===== src/rtl/duo_color_decoder.sv =====
`timescale 1ns/1ps
`default_nettype none
// ============================================================================
// Module   : duo_color_decoder
// Purpose  : Recovers the 32-step triangle phase of a duo-colour byte stream,
//            tracks it with a flywheel, counts mismatches and emits RGB565.
//            Optional macro DUO_DEC_CONCEAL_EN: mismatching TRACK samples that
//            do not unlock are replaced by the expected byte on the pixel path.
// Revision : 1.0  initial release
// ============================================================================
module duo_color_decoder #(
    parameter int LOCK_CNT = 4,
    parameter int MISS_MAX = 2,
    parameter int ERR_W    = 8
) (
    input  logic             clk,
    input  logic             rst_n,
    input  logic             duo_valid,
    input  logic [7:0]       duo,
    output logic [15:0]      pixel_data,
    output logic             pixel_valid,
    output logic             locked,
    output logic             flip_est,
    output logic             wrap_pulse,
    output logic [ERR_W-1:0] err_count
);

    typedef enum logic [0:0] {
        ST_SEARCH = 1'b0,
        ST_TRACK  = 1'b1
    } state_t;

    localparam logic [3:0]       C_LOCK_CNT = 4'(LOCK_CNT);
    localparam logic [3:0]       C_MISS_MAX = 4'(MISS_MAX);
    localparam logic [ERR_W-1:0] C_ERR_ONE  = ERR_W'(1);

    state_t           state_q, state_d;
    logic [4:0]       p_q, p_d;
    logic [3:0]       run_q, run_d;
    logic [3:0]       miss_q, miss_d;
    logic [7:0]       prev_q, prev_d;
    logic             prev_ok_q, prev_ok_d;
    logic [ERR_W-1:0] err_q, err_d;
    logic [15:0]      pix_q, pix_d;
    logic             pix_vld_q, pix_vld_d;
    logic             locked_q, locked_d;
    logic             flip_q, flip_d;
    logic             wrap_q, wrap_d;

    logic [3:0] w_cur_hi;
    logic [3:0] w_prev_hi;
    logic       w_cur_wf;
    logic       w_up;
    logic       w_down;
    logic       w_top;
    logic       w_bot;
    logic       w_cand_vld;
    logic [4:0] w_cand;
    logic [4:0] w_p_inc;
    logic [7:0] w_exp;
    logic       w_match;
    logic [7:0] w_pix_src;

    function automatic logic [7:0] exp_byte(input logic [4:0] ph);
        logic [3:0] h;
        h = ph[4] ? ~ph[3:0] : ph[3:0];
        return {h, ~h};
    endfunction

    assign w_cur_hi  = duo[7:4];
    assign w_prev_hi = prev_q[7:4];
    assign w_cur_wf  = (duo[3:0] == ~duo[7:4]);

    // 5-bit comparisons so that a 15->0 or 0->15 jump never looks adjacent
    assign w_up   = ({1'b0, w_cur_hi} == ({1'b0, w_prev_hi} + 5'd1));
    assign w_down = (({1'b0, w_cur_hi} + 5'd1) == {1'b0, w_prev_hi});
    assign w_top  = (w_cur_hi == w_prev_hi) && (w_cur_hi == 4'hF);
    assign w_bot  = (w_cur_hi == w_prev_hi) && (w_cur_hi == 4'h0);

    assign w_cand_vld = w_cur_wf && prev_ok_q && (w_up || w_down || w_top || w_bot);

    always_comb begin
        w_cand = 5'd0;
        if (w_up) begin
            w_cand = {1'b0, w_cur_hi};
        end else if (w_down) begin
            w_cand = {1'b1, ~w_cur_hi};
        end else if (w_top) begin
            w_cand = 5'd16;
        end else begin
            w_cand = 5'd0;
        end
    end

    assign w_p_inc = p_q + 5'd1;
    assign w_exp   = exp_byte(w_p_inc);
    assign w_match = (duo == w_exp);

    always_comb begin
        state_d   = state_q;
        p_d       = p_q;
        run_d     = run_q;
        miss_d    = miss_q;
        prev_d    = prev_q;
        prev_ok_d = prev_ok_q;
        err_d     = err_q;
        wrap_d    = 1'b0;
        w_pix_src = duo;

        if (duo_valid) begin
            prev_d    = duo;
            prev_ok_d = w_cur_wf;

            if (state_q == ST_SEARCH) begin
                if (!w_cand_vld) begin
                    run_d = 4'd0;
                end else begin
                    if ((run_q != 4'd0) && (w_cand == w_p_inc)) begin
                        run_d = run_q + 4'd1;
                    end else begin
                        run_d = 4'd1;
                    end
                    p_d = w_cand;
                    if (run_d == C_LOCK_CNT) begin
                        state_d = ST_TRACK;
                        miss_d  = 4'd0;
                    end
                end
            end else begin
                // flywheel: phase advances whether or not the sample agrees
                p_d    = w_p_inc;
                wrap_d = (w_p_inc == 5'd0);
                if (w_match) begin
                    miss_d = 4'd0;
                end else begin
                    miss_d = miss_q + 4'd1;
                    if (err_q != '1) begin
                        err_d = err_q + C_ERR_ONE;
                    end
                    if (miss_d == C_MISS_MAX) begin
                        state_d = ST_SEARCH;
                        run_d   = 4'd0;
                    end
`ifdef DUO_DEC_CONCEAL_EN
                    else begin
                        w_pix_src = w_exp;
                    end
`endif
                end
            end
        end
    end

    always_comb begin
        pix_vld_d = duo_valid;
        locked_d  = (state_d == ST_TRACK);
        flip_d    = (state_d == ST_TRACK) && p_d[4];
        pix_d     = pix_q;
        if (duo_valid) begin
            pix_d = {w_pix_src[7:4], w_pix_src[7],
                     w_pix_src[3:0], w_pix_src[3:2],
                     (state_d == ST_TRACK) ? 5'h00 : 5'h1F};
        end
    end

    always_ff @(posedge clk or negedge rst_n) begin
        if (!rst_n) begin
            state_q   <= ST_SEARCH;
            p_q       <= 5'd0;
            run_q     <= 4'd0;
            miss_q    <= 4'd0;
            prev_q    <= 8'd0;
            prev_ok_q <= 1'b0;
            err_q     <= '0;
            pix_q     <= 16'd0;
            pix_vld_q <= 1'b0;
            locked_q  <= 1'b0;
            flip_q    <= 1'b0;
            wrap_q    <= 1'b0;
        end else begin
            state_q   <= state_d;
            p_q       <= p_d;
            run_q     <= run_d;
            miss_q    <= miss_d;
            prev_q    <= prev_d;
            prev_ok_q <= prev_ok_d;
            err_q     <= err_d;
            pix_q     <= pix_d;
            pix_vld_q <= pix_vld_d;
            locked_q  <= locked_d;
            flip_q    <= flip_d;
            wrap_q    <= wrap_d;
        end
    end

    assign pixel_data  = pix_q;
    assign pixel_valid = pix_vld_q;
    assign locked      = locked_q;
    assign flip_est    = flip_q;
    assign wrap_pulse  = wrap_q;
    assign err_count   = err_q;

endmodule
`default_nettype wire


===== config.mk =====
export PLATFORM = sky130hd
export DESIGN_NAME = duo_color_decoder
export DESIGN_NICKNAME = d
export VERILOG_FILES = /design/src/rtl/duo_color_decoder.sv
export SDC_FILE = /design/constraint.sdc
export NUM_CORES = 1
export LEC_CHECK = 0
export CAP_MARGIN = 25
export CORE_MARGIN = 1.5
export CORE_UTILIZATION = 60
export DETAILED_ROUTE_END_ITERATION = 10
export DONT_BUFFER_PORTS = 1
export GPL_ROUTABILITY_DRIVEN = 1
export PLACE_DENSITY = 0.76
export SLEW_MARGIN = 0
export SYNTH_ARGS = -nofsm -noshare
export SYNTH_HDL_FRONTEND = slang
export SYNTH_SLANG_ARGS = --single-unit

===== constraint.sdc =====
create_clock -name clk -period 5.2 [get_ports clk]
set_input_delay 0.52 -clock clk [delete_from_list [all_inputs] [get_ports clk]]
set_output_delay 0.52 -clock clk [all_outputs]
set_load 0.02 [all_outputs]

# Word-level counts from Yosys, hierarchy flattened
# Cells that the tools add are included.
# classes
addsub,6
n_eq_ne,12
n_mux,28
n_bitwise,4
n_reduce_logical,18
# ops
op,count
4-bit 2-to-1 mux,13
5-bit 2-to-1 mux,7
4-bit inverter,3
4-bit by 1-bit adder with 5-bit output (second input constant),2
4-bit by 1-bit adder with 4-bit output (second input constant),2
8-bit by 1-bit adder with 8-bit output (second input constant),1
4-bit == test,2
8-bit == test,1
1-bit 2-to-1 mux,8
8-bit inequality test (second input constant),1
1-bit logical AND,6
3-bit AND reduction,2
5-bit by 1-bit adder with 5-bit output (second input constant),1
4-bit by 5-bit == test with 1-bit output,1
5-bit by 4-bit == test with 1-bit output,1
5-bit == test,1
5-bit zero test,1
4-bit by 2-bit == test with 1-bit output (second input constant),1
4-bit by 3-bit == test with 1-bit output (second input constant),1
4-bit == test (second input constant),1
4-bit zero test,1
4-bit AND reduction,1
2-bit nonzero test,2
4-bit nonzero test,1
5 further kinds,7
# word_totals
register_bits,50
input_bits,11
output_inout_bits,28
wordCells,80

# Longest topological paths before layout
# Gate-level depths: netlist (run 1).
# depth
word_depth,17
ltp_mapped,12
depth_no_buf,10

# Worst setup path before layout (run 1)
# Ideal clock, no wire load.
# synth_timing
path_type,input-to-reg
from,input duo[5]
to,register miss_q[0]
setup_time_ps,125
arrival_time_ps,2992
t_required_ps,5075
path_slack_ps,2083
cell_stages,12
n_path_buf,2
path_cell_list,buf_2 -> inv_1 -> ha_1 -> xnor2_1 -> nand4b_1 -> o22ai_2 -> a21boi_0 -> a2111oi_4 -> nand4_2 -> and2_1 -> buf_6 -> mux2_4
# synth_via
elab_chain_cells,14
elab_cells_between_ends,31
classes_between,add/sub: 1; eq/ne: 8; mux: 9; bitwise: 1; reduce/logical: 12
# synth_lines
item,line,text
start: declaration,19,"input logic [7:0] duo,"
branches (longest 14 deep; another with 4-bit by 1-bit adder with 5-bit output),n/a,
end signal: assignment,184,miss_q <= miss_d;
end: declaration,40,"logic [3:0] miss_q, miss_d;"
# Parallel ways; which one is timed is not known. The select of a mux whose other input is x is not followed.
# A chain may end at the register's enable or synchronous reset.

# Worst setup path after layout (run 1)
# layout_timing
from,register prev_q[4]
to,register miss_q[3]
# layout_via
elab_chain_cells,14
elab_cells_between_ends,23
classes_between,add/sub: 1; eq/ne: 5; mux: 7; reduce/logical: 10
# layout_lines
item,line,text
start: declaration,41,"logic [7:0] prev_q, prev_d;"
start signal: assignment,185,prev_q <= prev_d;
branches (longest 13 deep; another with 4-bit by 1-bit adder with 5-bit output),n/a,
3-bit AND reduction (no source line) *,n/a,
# Every way passes the cells marked *. The select of a mux whose other input is x is not followed.

==> results by group, run 1 <==
Floorplan
  – I/O pin count: 39
  – Die ar.: 4800 µm²
  – Core area: 4120 µm²
  – Starting Density: 64.0%
  – DIE HEIGHT: 69.3 µm
  – Die width: 69.3 µm
  – Num rows: 23

Clock network
  – Sink Count: 35
  – Post-CTS Setup Bufs: 0
  – CTS Buf Count: 5
  – H-tree lvl count: 2
  – CTS tree: built
  – Clk buf depth: 2
  – Clock-pin slew on the worst setup and hold paths: 0.08 ns
  – Hold buffers post-CTS: 1
  – Root Buffer: clkbuf_8
  – Clock Latency Late Sink: 0.30 ns
  – Post-CTS sizing: 0

Synth
  – Flops & latches, synth: 35
  – Cell variety after synth: 61
  – Syn_nets: 300
  – Post-Syn Area: 2640 µm²
  – Post-synthesis average cell area: 9.44 µm²
  – Synth Warn #: 0
  – Post-synth EDFFs: 0
  – Gate Count Post-Synth: 279
  – Async S/R FF share, synth: 100%
  – Most common flop cell mapped by yosys: dfrtp_1
  – Post-synthesis sequential area ratio: 33.2%

Setup path
  – Critical path arrival: 3.56 ns
  – Worst setup SP type: register
  – Critical Path Max Stage Delay: 0.74 ns
  – Crit-path slowest cell: o311ai_1
  – CP Capture Type: register
  – Worst Path Buf+Inv: 0
  – WS Path Type: register to register
  – Worst-path cell chain: ha_1 > nand2_1 > nor2_1 > o311ai_1 > a21boi_0 > a2111oi_4 > nand4_2 > and2_1 > a211o_1
  – CP required: 5.38 ns
  – Worst-path maximum fanout: 8
  – CP top delay family: compound AO/OA/AOI/OAI gates

Pwr
  – Max VDD drop: 0.152 mV
  – Leakage: 1.06 nW
  – Total power: 0.582 mW
  – Pwr per Cell Area: 218 nW/µm²

STA
  – Fin crit share: 65.1%
  – Unrepaired setup endpoints after global routing: false
  – Max-slew violation count: 0
  – Fmax: 295 MHz
  – Slew @ Worst Pin: 0.912 ns
  – Hold Fails Final Rpt: 0
  – Min Tclk post-route: 3.39 ns
  – Post-Route Skew: 0.0134 ns
  – Setup_tns: 0 ns
  – Final setup margin: 1.81 ns
  – Final setup viols: 0
  – Slew Limit Headroom: 38.3%

Global routing
  – Initial antenna violation count: 0
  – All-layer global routing usage: 24.7%
  – Vias in the first global route: 1974
  – First-pass GRT wire length: 9470 µm
  – Total gr overflow: 0
  – Largest net degree at the start of global routing: 36

Cells and area
  – Util after Layout: 64.9%
  – Layout net count: 286
  – ANT cells: 0
  – Area Growth Syn to Fin: 1.33%
  – Layout cells sized above 1: 10.2%

Detailed routing
  – Routed wire length per instance: 17.6 µm
  – Vias: 2055
  – Vias per cell: 6.50
  – TritonRoute pass-1 iters: 4
  – DRC viols: 0
  – Final wirelength: 5550 µm
  – Detail Route Antenna Nets: 0
  – Max layer used: met4
  – Met3 WL: 337 µm
  – Metal2 WL: 2610 µm
  – 1st-iter DRT viols: 123
  – Routed met1 length: 2510 µm

Hold path
  – Worst hold-check path type: primary input to async pin

Placement
  – HPWL Detailed: 3960 µm
  – IO Port Bufs: 0
  – GP Congestion: 0.868
  – Pre-CTS setup slack: 1.90 ns

Run status
  – Status: finished clean

Job
  – Max-cap violation count: 0
==> report_power, final <==
| part | internal (mW) | total [mW] | switching [mW] | leakage (nW) |
|---|---|---|---|---|
| Combinational | 0.0414 | 0.0824 | 0.0410 | 0.565 |
| Sequential | 0.279 | 0.301 | 0.0216 | 0.453 |
| Clock | 0.0937 | 0.199 | 0.105 | 0.0412 |
| Total | 0.414 | 0.582 | 0.168 | 1.06 |
==> Yosys cell counts, types with 4 or more instances <==
cell	count	area (µm²)
xor2_1	6	52.6
nand3_1	18	90.1
a21oi_1	8	40.0
nor3_1	7	35.0
nand4_1	5	31.3
xnor2_1	24	210
inv_1	9	33.8
clkbuf_1	6	22.5
and2_1	6	37.5
o21ai_0	8	40.0
nand2_1	24	90.1
buf_2	4	20.0
buf_4	8	60.1
o22ai_1	9	56.3
ha_1	10	125
dfrtp_1	35	876
nor2_1	15	56.3
mux2_2	9	101
==> logic make-up (layout without fill, tap and decap cells) <==
| group | count (synthesis) | in the layout | synth area share, % |
|---|---|---|---|
| compound gates | 59 | 59 | 16.9 |
| xor+xnor | 36 | 36 | 14.8 |
| fa+ha+maj | 10 | 10 | 4.75 |
| buf+inv | 31 | 18 | 6.32 |
| flops | 35 | 35 | 33.2 |
| mux | 12 | 12 | 5.18 |
| simple gates | 96 | 96 | 18.9 |
==> routing by layer <==
| metal | vias up | track usage (%) |
|---|---|---|
| li1 | 984 | - |
| met1 | 988 | 32.2 |
| met2 | 74 | 39.5 |
| met3 | 9 | 6.40 |
| met4 | 0 | 9.37 |
| met5 | - | 0 |
==> flip-flops by register name, summed over array words and instances (netlist names) <==
register	cells
err_count	8
prev_q	7
p_q	5
miss_q	4
run_q	4
pixel_data	2
flip_est	1
locked	1
pixel_valid	1
prev_ok_q	1
wrap_pulse	1
==> worst paths after layout <==
path	from	end	cells past startpoint	slack [ns]
setup / recovery	prev_q[4]$_DFFE_PN0P_	miss_q[3]$_DFFE_PN0P_	9	1.81
hold reg to reg	prev_ok_q$_DFFE_PN0P_	prev_ok_q$_DFFE_PN0P_	1	0.54
max in group asynchronous	rst_n	wrap_pulse$_DFF_PN0_	1	4.95
min in group clk	duo_valid	pixel_valid$_DFF_PN0_	0	0.26
hold / removal	rst_n	prev_q[6]$_DFFE_PN0P_	1	0.03
setup reg to reg	prev_q[4]$_DFFE_PN0P_	miss_q[3]$_DFFE_PN0P_	9	1.81
==> cell type report <==
cell class	count	area, µm²
clock buffers	6	72.6
inverters	9	33.8
multi-input cells	213	1590
well taps	50	62.6
repair buffers	1	20.0
fillers	348	1450
flip-flops and latches	35	876
clock inverters	2	12.5
==> stage by stage <==
stage	cells	area, µm²	hold slack, ns
3_3_place_gp	307	2560	0.225
6_report	316	2670	0.0345
5_1_grt	316	2670	0.0464
4_1_cts	316	2670	0.0501
3_5_place_dp	307	2560	0.225
2_1_floorplan	279	2640	0.224
==> cells in the final DEF (no fill, tap or decap), types with 9 or more instances in the layout <==
cell type	synthesis	final
xnor2_1	24	24
nand3_1	18	18
inv_1	9	9
mux2_2	9	9
o22ai_1	9	9
dfrtp_1	35	35
nor2_1	15	15
ha_1	10	10
nand2_1	24	24
Note: power is estimated with default switching activity, not from simulation.
==> run 2: changes to the inputs <==
- CORE_UTILIZATION: 60 -> 58
- clock period: 5.2 -> 3.1 ns (I/O delays scaled with it)
==> run 2 against run 1 <==
Combinational power rose by 110%. First-iteration DRC count rose by 43%. Routed wire length shrank 0.76%. Sequential share of layout area is 1.7 points lower. Highest routed layer unchanged.
==> results by group, run 2 (synthesis results as in run 1) <==
Setup path
  – Worst setup SP type: register
  – Worst-path cell chain: buf_4 > xnor2_1 > nand4b_1 > buf_4 > nor2_1 > nand2_1 > a211oi_1 > nand4_2 > and2_1 > mux2_4
  – CP Capture Type: register
  – Critical path arrival: 3.13 ns
  – CP required: 3.28 ns
  – WS Path Type: register to register
  – Worst-path maximum fanout: 7
  – Critical Path Max Stage Delay: 0.39 ns
  – Top cell by count, worst path: buf_4
  – Crit-path slowest cell: dfrtp_1

STA
  – Min Tclk post-route: 2.95 ns
  – Slew Limit Headroom: 40.0%
  – Final setup viols: 0
  – Slew @ Worst Pin: 0.901 ns
  – Hold Fails Final Rpt: 0
  – WHS: 0.0471 ns
  – Max-slew violation count: 0
  – Fmax: 339 MHz
  – Post-Route Skew: 0.0115 ns
  – Fin crit share: 95.3%

Cells and area
  – Area Growth Syn to Fin: 6.93%
  – Sequential cell area: 876 µm²
  – Commonest cells after routing, fill and taps aside: dfrtp_1 (35), nand2_1 (24), xnor2_1 (23)
  – Max reg flops: 8
  – Util after Layout: 64.7%
  – ANT cells: 0
  – Most common cell after layout, fill and taps aside: dfrtp_1
  – Multi-input logic area: 1610 µm²
  – Fill count: 355
  – Layout cells sized above 1: 15.5%
  – Layout net count: 303
  – Final cell count without fillers: 335

Detailed routing
  – Vias: 2091
  – DRC viols: 0
  – Routed wire length per instance: 16.5 µm
  – Detail Route Antenna Nets: 0
  – TritonRoute pass-1 iters: 4
  – Vias per cell: 6.24
  – 1st-iter DRT viols: 176
  – Final wirelength: 5510 µm

Global routing
  – First-pass GRT wire length: 9240 µm
  – M1 GR Usage: 32.3%
  – Met3 usage: 4.76%
  – Busiest grt layer: met2
  – Total gr overflow: 0
  – Initial antenna violation count: 0
  – All-layer global routing usage: 23.4%
  – GR Util met2: 37.3%
  – Largest net degree at the start of global routing: 36
  – Vias in the first global route: 2008

Clock network
  – Clock Latency Late Sink: 0.29 ns
  – Clk buf depth: 2
  – H-tree lvl count: 2
  – CTS tree: built
  – Clock-pin slew on the worst setup and hold paths: 0.08 ns
  – Root Buffer: clkbuf_8
  – Sink Count: 35
  – CTS Buf Count: 5

Hold path
  – Worst hold-check path type: primary input to register

Floorplan
  – Core area: 4350 µm²
  – Die ar.: 4960 µm²
  – DIE HEIGHT: 70.4 µm
  – Num rows: 24
  – Die width: 70.4 µm
  – Starting Density: 60.5%
  – I/O pin count: 39

Placement
  – Placed Instances: 322
  – GP Congestion: 0.919
  – IO Port Bufs: 0
  – HPWL Detailed: 3980 µm

Job
  – Max-cap violation count: 0

Pwr
  – Pwr per Cell Area: 355 nW/µm²
  – Total power: 0.999 mW
  – Leakage: 1.15 nW
  – Max VDD drop: 0.214 mV

Run status
  – Status: finished clean
## run 2: changes by cell type in the layout (fill, tap and decap cells not counted)
cell           before  now
xnor2_2             1    2
o22ai_2             1    0
o22ai_4             0    1
xnor2_1            24   23
buf_4               0   16
dlygate4sd3_1       0    1
## run 2: critical path: cells and delay by family, from the launching register on
family	cells	cell delay [ns]
AO/OA/AOI/OAI	1	0.39
multiplexers	1	0.32
flip-flops	1	0.39
XOR/XNOR	1	0.16
buffers and inverters	2	0.41
AND/OR/NAND/NOR	5	1.15
## run 2: path summary, 6_finish.rpt
check / startpoint / end / slack, ns / depth (start not counted)
max: prev_q[4]$_DFFE_PN0P_ / miss_q[0]$_DFFE_PN0P_ / 0.15 / 10
min: duo_valid / pixel_valid$_DFF_PN0_ / 0.05 / 0
max reg2reg: prev_q[4]$_DFFE_PN0P_ / miss_q[0]$_DFFE_PN0P_ / 0.15 / 10
min reg2reg: prev_ok_q$_DFFE_PN0P_ / prev_ok_q$_DFFE_PN0P_ / 0.52 / 1
max in group asynchronous: rst_n / p_q[2]$_DFFE_PN0P_ / 2.45 / 2
min in group asynchronous: rst_n / prev_q[6]$_DFFE_PN0P_ / 0.45 / 2
## run 2: per-stage QoR
step           setup slack [ns]  TNS, ns  area [µm²]
2_1_floorplan             0.120        0        2640
3_3_place_gp              0.282        0        2670
3_5_place_dp              0.192        0        2670
4_1_cts                   0.182        0        2780
5_1_grt                 -0.0344  -0.0509        2820
6_report                  0.146        0        2820
## run 2: report_power, final
part	internal, mW	switching, mW	total [mW]
combinational	0.0872	0.0883	0.175
sequential	0.468	0.0223	0.491
clock	0.157	0.176	0.333
total	0.713	0.286	0.999
## run 2: metal layers
layer | vias up | share of wire, %
met5 | - | 0
met4 | 0 | 0.83
met3 | 4 | 4.9
met2 | 58 | 47
met1 | 1017 | 47
li1 | 1012 | -
## run 2: what timing repair did
| action | CTS | global route |
|---|---|---|
| setup endpoints to repair | 0 | 5 |
| resized for setup | 0 | 2 |
| hold buffers | 2 | 0 |
| setup buffers | 0 | 3 |
| hold endpoints to repair | 35 | 0 |
## run 2: area by class of cell
| cell class | count | area share [%] |
|---|---|---|
| Timing Repair Buffer | 18 | 5.33 |
| Clock inverter | 2 | 0.444 |
| Multi-Input combinational cell | 213 | 57.1 |
| Inverter | 9 | 1.20 |
| Sequential cell | 35 | 31.1 |
| Clock buffer | 6 | 2.58 |
| Tap cell | 52 | 2.31 |
==> run 3: changes to the inputs <==
- CORE_MARGIN: 1.5 -> 5
- REMOVE_ABC_BUFFERS: default -> 1
- SKIP_LAST_GASP: default -> 1
==> run 3 against run 2 <==
Combinational power down 4%. Via count down 2.4%. First-iteration DRC count down 23%. Flip-flop and latch count unchanged. Hold slack about the same. Routed wire length down 2.2%. Critical path type unchanged. Sequential power about the same. Clock skew down 0.0046 ns. Register-to-register slack better by 0.06 ns.
==> results by group, run 3 (synthesis results as in run 1) <==
STA
  – Fmax: 345 MHz
  – Slew @ Worst Pin: 0.905 ns
  – Hold Fails Final Rpt: 0
  – Final setup viols: 0
  – Setup_tns: 0 ns
  – Fin crit share: 93.4%
  – Unrepaired setup endpoints after global routing: false
  – Slew Limit Headroom: 39.6%
  – Min Tclk post-route: 2.90 ns
  – Post-Route Skew: 0.00692 ns
  – Max-slew violation count: 0

Clock network
  – Root Buffer: clkbuf_8
  – H-tree lvl count: 2
  – CTS tree: built
  – Clk buf depth: 2
  – CTS Buf Count: 5
  – Clock Latency Late Sink: 0.29 ns
  – Sink Count: 35
  – Clock-pin slew on the worst setup and hold paths: 0.08 ns

Cells and area
  – Layout net count: 300
  – Most common cell after layout, fill and taps aside: dfrtp_1
  – Max reg flops: 8
  – Final cell count without fillers: 332
  – Layout cells sized above 1: 15.4%
  – ANT cells: 0
  – Area Growth Syn to Fin: 6.70%
  – Commonest cells after routing, fill and taps aside: dfrtp_1 (35), nand2_1 (24), xnor2_1 (23)
  – Util after Layout: 64.1%

Detailed routing
  – 1st-iter DRT viols: 136
  – Vias per cell: 6.14
  – TritonRoute pass-1 iters: 4
  – Routed wire length per instance: 16.2 µm
  – Vias: 2040
  – Final wirelength: 5390 µm
  – Detail Route Antenna Nets: 0
  – DRC viols: 0

Placement
  – HPWL Detailed: 3930 µm
  – GP Congestion: 0.822
  – IO Port Bufs: 0
  – Placed Instances: 320

Setup path
  – WS Path Type: register to register
  – CP top delay family: compound AO/OA/AOI/OAI gates
  – CP required: 3.28 ns
  – Reg2Reg Setup Slack: 0.20 ns
  – Critical Path End: miss_q[0]$_DFFE_PN0P_
  – Crit. Startpoint: prev_q[6]$_DFFE_PN0P_
  – Worst Path Buf+Inv: 0
  – RR Startpoint: prev_q[6]$_DFFE_PN0P_
  – Reg2reg end: miss_q[0]$_DFFE_PN0P_
  – Worst-path cell chain: xnor3_1 > nand4b_1 > o22ai_2 > a21boi_0 > a2111oi_4 > nand4_2 > and2_1 > mux2_4
  – Worst-path maximum fanout: 8
  – Critical Path Max Stage Delay: 0.48 ns
  – Crit-path slowest cell: dfrtp_1
  – WP depth: 8
  – CP Capture Type: register
  – R2R depth: 8
  – Worst setup SP type: register
  – Critical path arrival: 3.08 ns

Pwr
  – Pwr per Cell Area: 368 nW/µm²
  – Max VDD drop: 0.237 mV
  – Leakage: 1.15 nW

Run status
  – Status: finished clean

Global routing
  – Largest net degree at the start of global routing: 36
  – Initial antenna violation count: 0
  – Vias in the first global route: 1992
  – Total gr overflow: 0
  – All-layer global routing usage: 19.1%
  – First-pass GRT wire length: 9380 µm

Floorplan
  – Num rows: 24
  – Starting Density: 60.1%
  – Die width: 77.4 µm
  – I/O pin count: 39
  – Core area: 4380 µm²
  – Die ar.: 5990 µm²
  – DIE HEIGHT: 77.4 µm

Hold path
  – Worst hold-check path type: primary input to register
  – Hold Path Origin: duo_valid

Job
  – Max-cap violation count: 0
==> run 3: how the worst min path moves through the flow <==
stage                          endpoint  depth (start not counted)  slack, ns
2_1_floorplan  err_count[0]$_DFFE_PN0P_                          0       0.01
3_3_place_gp       run_q[3]$_DFFE_PN0P_                          0       0.02
3_5_place_dp      prev_ok_q$_DFFE_PN0P_                          0       0.02
4_1_cts           pixel_valid$_DFF_PN0_                          0       0.04
5_1_grt           pixel_valid$_DFF_PN0_                          0       0.03
6_report          pixel_valid$_DFF_PN0_                          0       0.05
==> run 3: area by class of cell <==
class                           count  area [µm²]
Multi-Input combinational cell    213        1610
Clock inverter                      1        7.51
Inverter                            9        33.8
Sequential cell                    35         876
Clock buffer                        7        96.3
Tap cell                           52        65.1
Timing Repair Buffer               15         128
Fill cell                         370        1570
==> run 3: power breakdown <==
| part | internal (mW) | switching (mW) | leakage (nW) |
|---|---|---|---|
| Combinational | 0.0837 | 0.0846 | 0.645 |
| Clock | 0.202 | 0.174 | 0.0505 |
| Sequential | 0.468 | 0.0224 | 0.453 |
| Total | 0.754 | 0.281 | 1.15 |
==> run 3: stage by stage <==
step / area, µm² / setup slack, ns / power [mW] / hold WS [ns]
finish: 2810 / 0.203 / 1.04 / 0.0469
CTS: 2780 / 0.128 / 1.04 / 0.0404
floorplan: 2500 / 0.139 / 0.618 / 0.0144
detailed placement: 2650 / 0.140 / 0.650 / 0.0152
global route: 2810 / 0.0136 / 1.09 / 0.0309
global placement: 2650 / 0.144 / 0.648 / 0.0154
==> run 3: layer usage <==
layer  share of wire, %  global-route usage (%)  vias to the layer above  routed length [µm]
met4                2.2                    6.19                        0                 120
li1                   -                       -                     1005                   -
met1                 45                    24.3                      980                2430
met3                6.2                    5.79                       11                 336
met5                  0                       0                        -                   0
met2                 46                    31.2                       44                2500
==> run 3: what timing repair did <==
item                                   4_1_cts  5_1_grt
setup endpoints to repair                    0        3
gates resized for setup                      0        3
setup buffers                                0        2
endpoints found under the hold margin       35        0
hold buffers                                 2        0
